$ cat config.mk
export PLATFORM = sky130hd
export DESIGN_NAME = axi_mem_rd_engine_flat
export DESIGN_NICKNAME = d
export VERILOG_FILES = /design/src/rtl/axi_mem_rd_engine_if.sv /design/src/rtl/axi_mem_rd_engine.sv /design/src/flat_wrapper.sv
export SDC_FILE = /design/constraint.sdc
export NUM_CORES = 1
export LEC_CHECK = 0
export BUFFER_PORTS_ARGS = -buffer_cell sky130_fd_sc_hd__buf_2
export CAP_MARGIN = 20
export CELL_PAD_IN_SITES_DETAIL_PLACEMENT = 1
export CELL_PAD_IN_SITES_GLOBAL_PLACEMENT = 2
export CORE_MARGIN = 3
export CORE_UTILIZATION = 42
export DETAILED_ROUTE_END_ITERATION = 12
export GPL_ROUTABILITY_DRIVEN = 0
export GPL_TIMING_DRIVEN = 0
export PLACE_DENSITY_LB_ADDON = 0.1
export SYNTH_ARGS = -nofsm -noshare
export SYNTH_HDL_FRONTEND = slang
export SYNTH_SLANG_ARGS = --single-unit
$ cat constraint.sdc
create_clock -name ACLK -period 14 [get_ports ACLK]
set_input_delay 1.4 -clock ACLK [delete_from_list [all_inputs] [get_ports ACLK]]
set_output_delay 1.4 -clock ACLK [all_outputs]
set_load 0.01 [all_outputs]
$ cat src/rtl/axi_mem_rd_engine_if.sv
// AXI read-address / read-data channels plus the simple memory port of
// axi_mem_rd_engine, bundled so the engine takes one bus port.
interface axi_mem_rd_engine_if #(
    parameter int DATA_WIDTH = 128,
    parameter int ID_WIDTH   = 4
);
    logic [ID_WIDTH-1:0]   ARID;
    logic [31:0]           ARADDR;
    logic [7:0]            ARLEN;
    logic [2:0]            ARSIZE;
    logic [1:0]            ARBURST;
    logic [1:0]            ARLOCK;
    logic                  ARVALID;
    logic                  ARREADY;

    logic [ID_WIDTH-1:0]   RID;
    logic [DATA_WIDTH-1:0] RDATA;
    logic [1:0]            RRESP;
    logic                  RLAST;
    logic                  RVALID;
    logic                  RREADY;

    logic                  mem_req;
    logic [31:0]           mem_addr;
    logic                  mem_ready;
    logic [DATA_WIDTH-1:0] mem_rdata;
    logic                  mem_err;

    // Engine side
    modport slave (
        input  ARID, ARADDR, ARLEN, ARSIZE, ARBURST, ARLOCK, ARVALID,
        output ARREADY,
        output RID, RDATA, RRESP, RLAST, RVALID,
        input  RREADY,
        output mem_req, mem_addr,
        input  mem_ready, mem_rdata, mem_err
    );

    // AXI master / memory model side
    modport master (
        output ARID, ARADDR, ARLEN, ARSIZE, ARBURST, ARLOCK, ARVALID,
        input  ARREADY,
        input  RID, RDATA, RRESP, RLAST, RVALID,
        output RREADY,
        input  mem_req, mem_addr,
        output mem_ready, mem_rdata, mem_err
    );
endinterface

$ cat src/rtl/axi_mem_rd_engine.sv
// AXI read engine: queues AR bursts, expands them into single-beat memory
// reads (fixed 1-cycle read latency) and returns R beats through a 2-entry
// output buffer. WRAP bursts are supported only when AXI_MEM_RD_WRAP_EN is
// defined; otherwise ARBURST=2'b10 is answered as an illegal burst.
module axi_mem_rd_engine #(
    parameter int DATA_WIDTH = 128,
    parameter int ID_WIDTH   = 4,
    parameter int AR_DEPTH   = 4
) (
    input  logic               ACLK,
    input  logic               ARESET,
    axi_mem_rd_engine_if.slave bus
);
    localparam int PW       = $clog2(AR_DEPTH);
    localparam int MAX_SIZE = $clog2(DATA_WIDTH / 8);

    localparam logic [1:0] RESP_OKAY   = 2'b00;
    localparam logic [1:0] RESP_EXOKAY = 2'b01;
    localparam logic [1:0] RESP_SLVERR = 2'b10;
    localparam logic [1:0] BURST_INCR  = 2'b01;
    localparam logic [1:0] BURST_WRAP  = 2'b10;

    typedef struct packed {
        logic [ID_WIDTH-1:0] id;
        logic [31:0]         addr;
        logic [7:0]          len;
        logic [2:0]          size;
        logic [1:0]          burst;
        logic [1:0]          lock;
    } ar_t;

    typedef struct packed {
        logic [ID_WIDTH-1:0]   id;
        logic [DATA_WIDTH-1:0] data;
        logic [1:0]            resp;
        logic                  last;
    } r_t;

    typedef enum logic {S_IDLE, S_BURST} state_t;

    // ---------------- AR queue ----------------
    ar_t           fifo_q [AR_DEPTH];
    logic [PW-1:0] wr_ptr_q, rd_ptr_q;
    logic [PW:0]   ar_cnt_q;   // entries waiting in the queue
    logic [PW:0]   os_cnt_q;   // queued bursts plus the one being expanded
    ar_t           ar_in, head;
    logic          arready, ar_push, ar_pop, ar_empty;

    // ---------------- beat generator ----------------
    state_t              state_q;
    logic [ID_WIDTH-1:0] id_q;
    logic [31:0]         addr_q, addr_d;
    logic [7:0]          cnt_q;    // beats left after the current one
    logic [2:0]          size_q;
    logic [1:0]          burst_q;
    logic [1:0]          lock_q;
    logic                ill_q;
`ifdef AXI_MEM_RD_WRAP_EN
    logic [31:0]         wmask_q;
`endif
    logic [31:0]         head_addr;
    logic                head_ill;
    logic                credit_ok, issue, last_issue;

    // One-deep read pipeline: the beat issued last cycle
    logic                pend_vld_q, pend_last_q, pend_ill_q;
    logic [ID_WIDTH-1:0] pend_id_q;
    logic [1:0]          pend_lock_q;

    // ---------------- R buffer ----------------
    r_t         rb_q [2];
    logic       rb_wp_q, rb_rp_q;
    logic [1:0] rb_cnt_q;
    logic [1:0] rb_free;
    logic       rb_push, rb_pop;
    r_t         rb_in;

    // A slot stays claimed until the burst's last beat issues, so at most
    // AR_DEPTH bursts are outstanding including the active one.
    assign arready  = !ARESET && (os_cnt_q != (PW+1)'(AR_DEPTH));
    assign ar_push  = bus.ARVALID && arready;
    assign ar_empty = (ar_cnt_q == '0);
    assign ar_in    = '{id: bus.ARID, addr: bus.ARADDR, len: bus.ARLEN,
                        size: bus.ARSIZE, burst: bus.ARBURST, lock: bus.ARLOCK};
    assign head     = fifo_q[rd_ptr_q];

    // Issue only when every outstanding read is guaranteed an R-buffer slot
    assign rb_free    = 2'd2 - rb_cnt_q;
    assign credit_ok  = rb_free > {1'b0, pend_vld_q};
    assign issue      = (state_q == S_BURST) && credit_ok && (ill_q || bus.mem_ready);
    assign last_issue = issue && (cnt_q == 8'd0);
    assign ar_pop     = !ar_empty && ((state_q == S_IDLE) || last_issue);

    // Decode the queue head: aligned start address and legality
    always_comb begin
        head_addr = head.addr & ~((32'h1 << head.size) - 32'h1);
        head_ill  = (int'(head.size) > MAX_SIZE) || (head.burst == 2'b11);
`ifdef AXI_MEM_RD_WRAP_EN
        if (head.burst == BURST_WRAP &&
            !(head.len == 8'd1 || head.len == 8'd3 || head.len == 8'd7 || head.len == 8'd15))
            head_ill = 1'b1;
`else
        if (head.burst == BURST_WRAP)
            head_ill = 1'b1;
`endif
    end

    // Address of the following beat in the active burst
    always_comb begin
        addr_d = addr_q;
        case (burst_q)
            BURST_INCR: addr_d = addr_q + (32'h1 << size_q);
`ifdef AXI_MEM_RD_WRAP_EN
            BURST_WRAP: addr_d = (addr_q & ~wmask_q) | ((addr_q + (32'h1 << size_q)) & wmask_q);
`endif
            default:    addr_d = addr_q;
        endcase
    end

    // Queue payload storage (pointers carry the reset state)
    always_ff @(posedge ACLK) begin
        if (ar_push) fifo_q[wr_ptr_q] <= ar_in;
    end

    // Queue pointers and occupancy counters
    always_ff @(posedge ACLK) begin
        if (ARESET) begin
            wr_ptr_q <= '0;
            rd_ptr_q <= '0;
            ar_cnt_q <= '0;
            os_cnt_q <= '0;
        end else begin
            if (ar_push) wr_ptr_q <= wr_ptr_q + PW'(1);
            if (ar_pop)  rd_ptr_q <= rd_ptr_q + PW'(1);
            ar_cnt_q <= ar_cnt_q + (PW+1)'(ar_push) - (PW+1)'(ar_pop);
            os_cnt_q <= os_cnt_q + (PW+1)'(ar_push) - (PW+1)'(last_issue);
        end
    end

    // Beat generator FSM and the one-cycle read pipeline behind it
    always_ff @(posedge ACLK) begin
        if (ARESET) begin
            state_q     <= S_IDLE;
            id_q        <= '0;
            addr_q      <= '0;
            cnt_q       <= '0;
            size_q      <= '0;
            burst_q     <= '0;
            lock_q      <= '0;
            ill_q       <= 1'b0;
`ifdef AXI_MEM_RD_WRAP_EN
            wmask_q     <= '0;
`endif
            pend_vld_q  <= 1'b0;
            pend_last_q <= 1'b0;
            pend_ill_q  <= 1'b0;
            pend_id_q   <= '0;
            pend_lock_q <= '0;
        end else begin
            pend_vld_q <= issue;
            if (issue) begin
                pend_id_q   <= id_q;
                pend_last_q <= (cnt_q == 8'd0);
                pend_ill_q  <= ill_q;
                pend_lock_q <= lock_q;
            end
            if (ar_pop) begin
                // Load next burst; from BURST this chains with no bubble
                state_q <= S_BURST;
                id_q    <= head.id;
                addr_q  <= head_addr;
                cnt_q   <= head.len;
                size_q  <= head.size;
                burst_q <= head.burst;
                lock_q  <= head.lock;
                ill_q   <= head_ill;
`ifdef AXI_MEM_RD_WRAP_EN
                wmask_q <= ((32'(head.len) + 32'd1) << head.size) - 32'd1;
`endif
            end else if (issue) begin
                if (cnt_q == 8'd0) begin
                    state_q <= S_IDLE;
                end else begin
                    cnt_q  <= cnt_q - 8'd1;
                    addr_q <= addr_d;
                end
            end
        end
    end

    assign rb_push = pend_vld_q;
    assign rb_pop  = (rb_cnt_q != 2'd0) && bus.RREADY;

    // Build the R beat from the memory response (illegal beats never read memory)
    always_comb begin
        rb_in.id   = pend_id_q;
        rb_in.last = pend_last_q;
        rb_in.data = pend_ill_q ? '0 : bus.mem_rdata;
        if (pend_ill_q || bus.mem_err) rb_in.resp = RESP_SLVERR;
        else if (pend_lock_q == 2'b01) rb_in.resp = RESP_EXOKAY;
        else                           rb_in.resp = RESP_OKAY;
    end

    // Two-entry R output FIFO; head stays put while stalled
    always_ff @(posedge ACLK) begin
        if (ARESET) begin
            rb_q[0]  <= '0;
            rb_q[1]  <= '0;
            rb_wp_q  <= 1'b0;
            rb_rp_q  <= 1'b0;
            rb_cnt_q <= 2'd0;
        end else begin
            if (rb_push) begin
                rb_q[rb_wp_q] <= rb_in;
                rb_wp_q       <= ~rb_wp_q;
            end
            if (rb_pop) rb_rp_q <= ~rb_rp_q;
            rb_cnt_q <= rb_cnt_q + 2'(rb_push) - 2'(rb_pop);
        end
    end

    // Outputs forced to zero while reset is held
    assign bus.ARREADY  = arready;
    assign bus.RVALID   = !ARESET && (rb_cnt_q != 2'd0);
    assign bus.RID      = ARESET ? '0 : rb_q[rb_rp_q].id;
    assign bus.RDATA    = ARESET ? '0 : rb_q[rb_rp_q].data;
    assign bus.RRESP    = ARESET ? '0 : rb_q[rb_rp_q].resp;
    assign bus.RLAST    = !ARESET && rb_q[rb_rp_q].last;
    assign bus.mem_req  = !ARESET && (state_q == S_BURST) && !ill_q && credit_ok;
    assign bus.mem_addr = ARESET ? '0 : addr_q;
endmodule

$ cat src/flat_wrapper.sv
// flat-port wrapper written by rule: the top's interface ports become plain ports
module axi_mem_rd_engine_flat 
#(
    parameter int DATA_WIDTH = 128,
    parameter int ID_WIDTH   = 4,
    parameter int AR_DEPTH   = 4
)
  (ACLK, ARESET, bus_ARID, bus_ARADDR, bus_ARLEN, bus_ARSIZE, bus_ARBURST, bus_ARLOCK, bus_ARVALID, bus_ARREADY, bus_RID, bus_RDATA, bus_RRESP, bus_RLAST, bus_RVALID, bus_RREADY, bus_mem_req, bus_mem_addr, bus_mem_ready, bus_mem_rdata, bus_mem_err);
  axi_mem_rd_engine_if #(.DATA_WIDTH(DATA_WIDTH), .ID_WIDTH(ID_WIDTH)) bus_i ();
  input  logic ACLK;
  input  logic ARESET;
  input wire logic [$bits(bus_i.ARID)-1:0] bus_ARID;
  input wire logic [$bits(bus_i.ARADDR)-1:0] bus_ARADDR;
  input wire logic [$bits(bus_i.ARLEN)-1:0] bus_ARLEN;
  input wire logic [$bits(bus_i.ARSIZE)-1:0] bus_ARSIZE;
  input wire logic [$bits(bus_i.ARBURST)-1:0] bus_ARBURST;
  input wire logic [$bits(bus_i.ARLOCK)-1:0] bus_ARLOCK;
  input wire logic [$bits(bus_i.ARVALID)-1:0] bus_ARVALID;
  output wire logic [$bits(bus_i.ARREADY)-1:0] bus_ARREADY;
  output wire logic [$bits(bus_i.RID)-1:0] bus_RID;
  output wire logic [$bits(bus_i.RDATA)-1:0] bus_RDATA;
  output wire logic [$bits(bus_i.RRESP)-1:0] bus_RRESP;
  output wire logic [$bits(bus_i.RLAST)-1:0] bus_RLAST;
  output wire logic [$bits(bus_i.RVALID)-1:0] bus_RVALID;
  input wire logic [$bits(bus_i.RREADY)-1:0] bus_RREADY;
  output wire logic [$bits(bus_i.mem_req)-1:0] bus_mem_req;
  output wire logic [$bits(bus_i.mem_addr)-1:0] bus_mem_addr;
  input wire logic [$bits(bus_i.mem_ready)-1:0] bus_mem_ready;
  input wire logic [$bits(bus_i.mem_rdata)-1:0] bus_mem_rdata;
  input wire logic [$bits(bus_i.mem_err)-1:0] bus_mem_err;
  assign bus_i.ARID = bus_ARID;
  assign bus_i.ARADDR = bus_ARADDR;
  assign bus_i.ARLEN = bus_ARLEN;
  assign bus_i.ARSIZE = bus_ARSIZE;
  assign bus_i.ARBURST = bus_ARBURST;
  assign bus_i.ARLOCK = bus_ARLOCK;
  assign bus_i.ARVALID = bus_ARVALID;
  assign bus_ARREADY = bus_i.ARREADY;
  assign bus_RID = bus_i.RID;
  assign bus_RDATA = bus_i.RDATA;
  assign bus_RRESP = bus_i.RRESP;
  assign bus_RLAST = bus_i.RLAST;
  assign bus_RVALID = bus_i.RVALID;
  assign bus_i.RREADY = bus_RREADY;
  assign bus_mem_req = bus_i.mem_req;
  assign bus_mem_addr = bus_i.mem_addr;
  assign bus_i.mem_ready = bus_mem_ready;
  assign bus_i.mem_rdata = bus_mem_rdata;
  assign bus_i.mem_err = bus_mem_err;
  axi_mem_rd_engine #(.DATA_WIDTH(DATA_WIDTH), .ID_WIDTH(ID_WIDTH), .AR_DEPTH(AR_DEPTH)) u_core (.ACLK(ACLK), .ARESET(ARESET), .bus(bus_i));
endmodule
Word level (Yosys, flattened, before mapping)
Memory sizes are Yosys's and may differ from the RTL's. A register that Yosys moved wholly into a read port is not among the register bits.
Cells that the tools add are included.
Widths: inputs -> output; s select.
- bits in writable memories: 474
- memories kept: 2
- logic and storage cells: 110
- bits in registers: 76
- input bits: 185
- memory list (name ; depth ; bits a word ; read ports ; clocked after Yosys merged registers in ; wr ports ; line ; text):
    u_core.rb_q ; 2 ; 135 ; 1 ; 1 ; 2 ; axi_mem_rd_engine.sv:71 ; r_t rb_q [2];
    u_core.fifo_q ; 4 ; 51 ; 1 ; 1 ; 1 ; axi_mem_rd_engine.sv:42 ; ar_t fifo_q [AR_DEPTH];
- multiplexer cells: 32
- reduce and logical (&&, ||, !) cells: 29
- equal/unequal tests: 6
- bitwise gates (word level): 5
- shifts and indexed selects: 2
- add/subtract/negate cells: 12
- magnitude comparators: 2
- operators by type and width (operator ; count):
    $mux 128 ; 2
    $mux 32 ; 5
    $mux 135 ; 1
    $reduce_or 135->1 ; 1
    $shl 1x3->32 const A ; 2
    $add 32x32->32 ; 1
    $and 32x32->32 ; 1
    $not 32->32 ; 1
    $sub 32x1->32 const B ; 1
    $mux 8 ; 3
    $mux 1 ; 16
    $logic_and 1x1->1 ; 12
    $logic_not 8->1 ; 1
    $mux 2 ; 4
    $reduce_bool 2->1 ; 4
    $sub 8x1->8 const B ; 1
    $add 3x1->3 ; 2
    $sub 3x1->3 ; 2
    $add 2x1->2 const B ; 2
    $eq 2x1->1 const B ; 2
    $eq 2x2->1 const B ; 2
    $logic_or 1x1->1 ; 4
    $mux 4 ; 1
    $reduce_and 2->1 ; 2
    11 further kinds ; 15

Logic depth before layout (Yosys ltp)
- word-level depth: 9
- mapped depth: 13
- depth with buffers taken out: 12

Least setup slack after synthesis
OpenSTA, ideal clock, no wires.
- kind: flip-flop to flip-flop
- start: register u_core.pend_vld_q
- end: memory u_core.rb_q[0][0] (netlist bit), enable pin
- path slack: 6.690 ns
- cell stages (with the launch flop): 3
- arrival time: 6.653 ns
- library setup time: 0.657 ns
- cells stage by stage: dfxtp_1 -> inv_1 -> o21bai_1
- RTL lines (what ; line ; text):
    from (decl) ; axi_mem_rd_engine.sv:66 ; logic pend_vld_q, pend_last_q, pend_ill_q;
    from (signal assigned) ; axi_mem_rd_engine.sv:160 ; pend_vld_q <= issue;
    to (decl) ; axi_mem_rd_engine.sv:71 ;

Worst setup path in the final report
- start: input port ARESET
- end: output port bus_RDATA[64]
- cells in the longest elaborated chain, start to end: 1
- RTL lines (what ; line ; text):
    from (decl) ; flat_wrapper.sv:11 ; input logic ARESET;
    $mux 128 ; axi_mem_rd_engine.sv:226 ; assign bus.RDATA = ARESET ? '0 : rb_q[rb_rp_q].data;
    to (decl) ; flat_wrapper.sv:21 ; output wire logic [$bits(bus_i.RDATA)-1:0] bus_RDATA;
No other way between the ends.

==> flow_summary_export.csv <==
group,metric,value,unit
critical_path,worst-r2r-setup-slack,10.52,ns
routing,wl,67500,µm
grt,grt_pass1_vias,17000,
min_path,whs_path_depth,2,
placed_design,placed_area,0.0269,mm²
min_path,whs_endpoint,"u_core.id_q[2]",
power,leakagePower,10.9,nW
routing,drt-initial-drc-count,878,
yosys,ys_ff_latch,553,
routing,drt_pass1_iterations,5,
placed_design,port_buffers,354,
clock_tree,htree_levels,2,
critical_path,criticalPathCategory,"in2out",
floorplanning,die_y,245,µm
grt,grt_pass1_wl,101000,µm
timing,hold_viol,0,
yosys,synth_cell_types,62,
floorplanning,core-area,0.0557,mm²
clock_tree,cts-resized-gates,0,
clock_tree,cts_tree,"built",
status,status,"completed",
clock_tree,cts_buffers,60,
critical_path,cp-start-kind,"input pin",
critical_path,r2r-start,"u_core.size_q[0]",
clock_tree,clockRootBuffer,"clkbuf_16",
yosys,syn_nets,2046,
timing,setup-tns-final,0,ns
clock_tree,clk_pin_slew_worst_paths,0.06,ns
timing,fin_worst_skew,0.0198,ns
floorplanning,io_pins,355,
yosys,syn_area,0.0239,mm²
power,p_per_area,176,mW/mm²
min_path,min_from,"u_core.id_q[2]",
finish,final_cells,3064,
finish,layout.cells.most_common_list,"edfxtp_1, nor2_1, buf_2",
yosys,synth_ff_type,"edfxtp_1",
timing,relSlewSlack,37.6,%
floorplanning,placementRows,86,
timing,max_freq,203,MHz
critical_path,r2r-end,"u_core.addr_q[17]",
grt,antenna_found_initial,8,
timing,tightest_slew,0.936,ns
routing,route.detailed.drc,0,
power,p_total,5.08,mW
power,ir_drop,0.106,mV
finish,nNetsFinal,2471,
clock_tree,clockBufferDepth,3,
timing,fin_crit_sh,35.2,%
floorplanning,die_w,245,µm
placed_design,dp_slack,9.03,ns
critical_path,worstPathRequired,12.60,ns
critical_path,r2r_cells,10,
clock_tree,cts.sinks,553,
finish,area_growth,20.7,%
placed_design,dp_cells,2946,
critical_path,critPathArrivalTime,3.53,ns
timing,rsz0062_at_grt,"false",
placed_design,dp_hpwl,47200,µm
routing,wl_per_cell,22.0,µm
yosys,syn_avg_cell_area,13.0,µm²
yosys,ys_seq_area_share,66.1,%
critical_path,crit_path_max_fanout,10,
grt,gr-total-overflow,0,
clock_tree,clkLatencyLatePin,0.62,ns
clock_tree,cts_setup_buffers,0,
finish,final_layout_size_suffix_gt1_share,23.5,%
routing,via_per_inst,5.16,
critical_path,endpoint_kind,"primary output",
timing,slew_violations,0,
yosys,synth_cells,1835,
yosys,synth_warnings,0,
timing,min_period,4.93,ns
timing,setup_viol_count_final,0,
finish,final_common_cell,"edfxtp_1",
clock_tree,ctsHoldBuffers,0,
grt,grtUsageTotal,22.3,%
yosys,async_flop_share,0,%
min_path,hold_path_class,"reg2reg",
floorplanning,start_util,42.9,%
floorplanning,dieArea,0.0599,mm²
finish,final_area,0.0289,mm²
routing,antenna_left,0,
yosys,synth_edf_count,474,
job,drv_cap,0,
timing,setup_ws,9.07,ns
routing,vias,15800,
grt,grt_max_degree,53,
report_power, final:
| group | total (mW) | switching (mW) | internal (mW) |
|---|---|---|---|
| clock | 1.62 | 0.659 | 0.960 |
| sequential | 2.11 | 0.110 | 2.00 |
| combinational | 1.35 | 0.809 | 0.541 |
synthesized netlist by cell type (6+ instances only):
| master | count | area share [%] |
|---|---|---|
| edfxtp_1 | 474 | 59 |
| nor2_1 | 461 | 7.2 |
| mux2i_1 | 137 | 5.7 |
| nand2b_1 | 130 | 3.4 |
| clkbuf_1 | 87 | 1.4 |
| dfxtp_1 | 79 | 6.6 |
| nand2_1 | 70 | 1.1 |
| mux4_2 | 51 | 4.8 |
| a21oi_1 | 37 | 0.77 |
| nor2b_1 | 36 | 0.94 |
| xnor2_1 | 31 | 1.1 |
| a211oi_1 | 26 | 0.82 |
| inv_1 | 24 | 0.38 |
| ha_1 | 23 | 1.2 |
| nor3_1 | 17 | 0.36 |
| buf_1 | 15 | 0.24 |
| buf_2 | 14 | 0.29 |
| nand3_1 | 14 | 0.29 |
| xor2_1 | 9 | 0.33 |
| nor3b_1 | 8 | 0.25 |
| o21ai_0 | 8 | 0.17 |
| a31oi_1 | 7 | 0.18 |
| and3_1 | 7 | 0.18 |
| o211ai_1 | 6 | 0.19 |
worst max-delay path: stages:
cell      delay [ns]
buf_2           0.09
clkbuf_1        0.50
clkbuf_1        0.49
buf_8           0.23
clkbuf_1        0.44
nor2_1          0.18
buf_2           0.18
cell families after synthesis:
group	Yosys count	share of synthesized area, %
simple gates	778	15.0
flops	553	66.1
mux	189	10.6
buf+inv	143	2.39
compound gates	106	3.03
xor+xnor	40	1.46
fa+ha+maj	26	1.45
cell type report:
type	count	area, µm²
buffer	119	483
inverter	24	90.1
multi-input combinational	1139	7590
clock inverter	45	468
timing repair buffer	363	1940
clock buffer	67	1550
antenna	6	15.0
fill	5861	26900
sequential	553	15800
tap	748	936
worst max-delay path by stage:
| stage | start | endpoint | slack [ns] | cells after the start |
|---|---|---|---|---|
| 6_report | ARESET | bus_RDATA[64] | 9.07 | 7 |
| 5_1_grt | ARESET | bus_mem_req | 8.85 | 6 |
| 4_1_cts | ARESET | bus_mem_addr[11] | 9.05 | 6 |
| 3_5_place_dp | ARESET | u_core.rb_q[1][41] | 9.03 | 7 |
| 3_3_place_gp | u_core.pend_vld_q | u_core.rb_q[0][99] | 2.29 | 2 |
| 2_1_floorplan | u_core.pend_vld_q | u_core.rb_q[0][0] | 6.69 | 2 |
per-stage QoR:
stage	hold slack, ns	utilization [%]
after global placement	0.446	47.8
after global routing	0.482	51.8
after CTS	0.459	51.8
after detailed placement	0.450	48.2
after floorplan	0.431	-
final	0.460	51.8
metal layers:
| metal | vias up | global-route usage (%) | wire length [µm] |
|---|---|---|---|
| met2 | 324 | 40.3 | 35300 |
| met1 | 8000 | 27.7 | 27500 |
| met4 | 4 | 6.34 | 1510 |
| met5 | - | 0 | 20 |
| li1 | 7381 | - | - |
| met3 | 98 | 3.46 | 3130 |
sequential cells by signal, indices dropped and copies added, names as in the netlist, named ones only:
register,count
u_core.pend_lock_q,2
u_core.pend_ill_q,1
u_core.rb_cnt_q,2
u_core.addr_q,32
u_core.rb_q,270
u_core.state_q,1
u_core.size_q,3
u_core.rd_ptr_q,2
u_core.ar_cnt_q,3
u_core.cnt_q,8
u_core.pend_id_q,4
u_core.fifo_q,204
u_core.pend_vld_q,1
u_core.lock_q,2
u_core.burst_q,2
u_core.rb_wp_q,1
u_core.pend_last_q,1
u_core.wr_ptr_q,2
u_core.ill_q,1
u_core.rb_rp_q,1
u_core.id_q,4
u_core.os_cnt_q,3
Power figures use the tool's default switching activity.
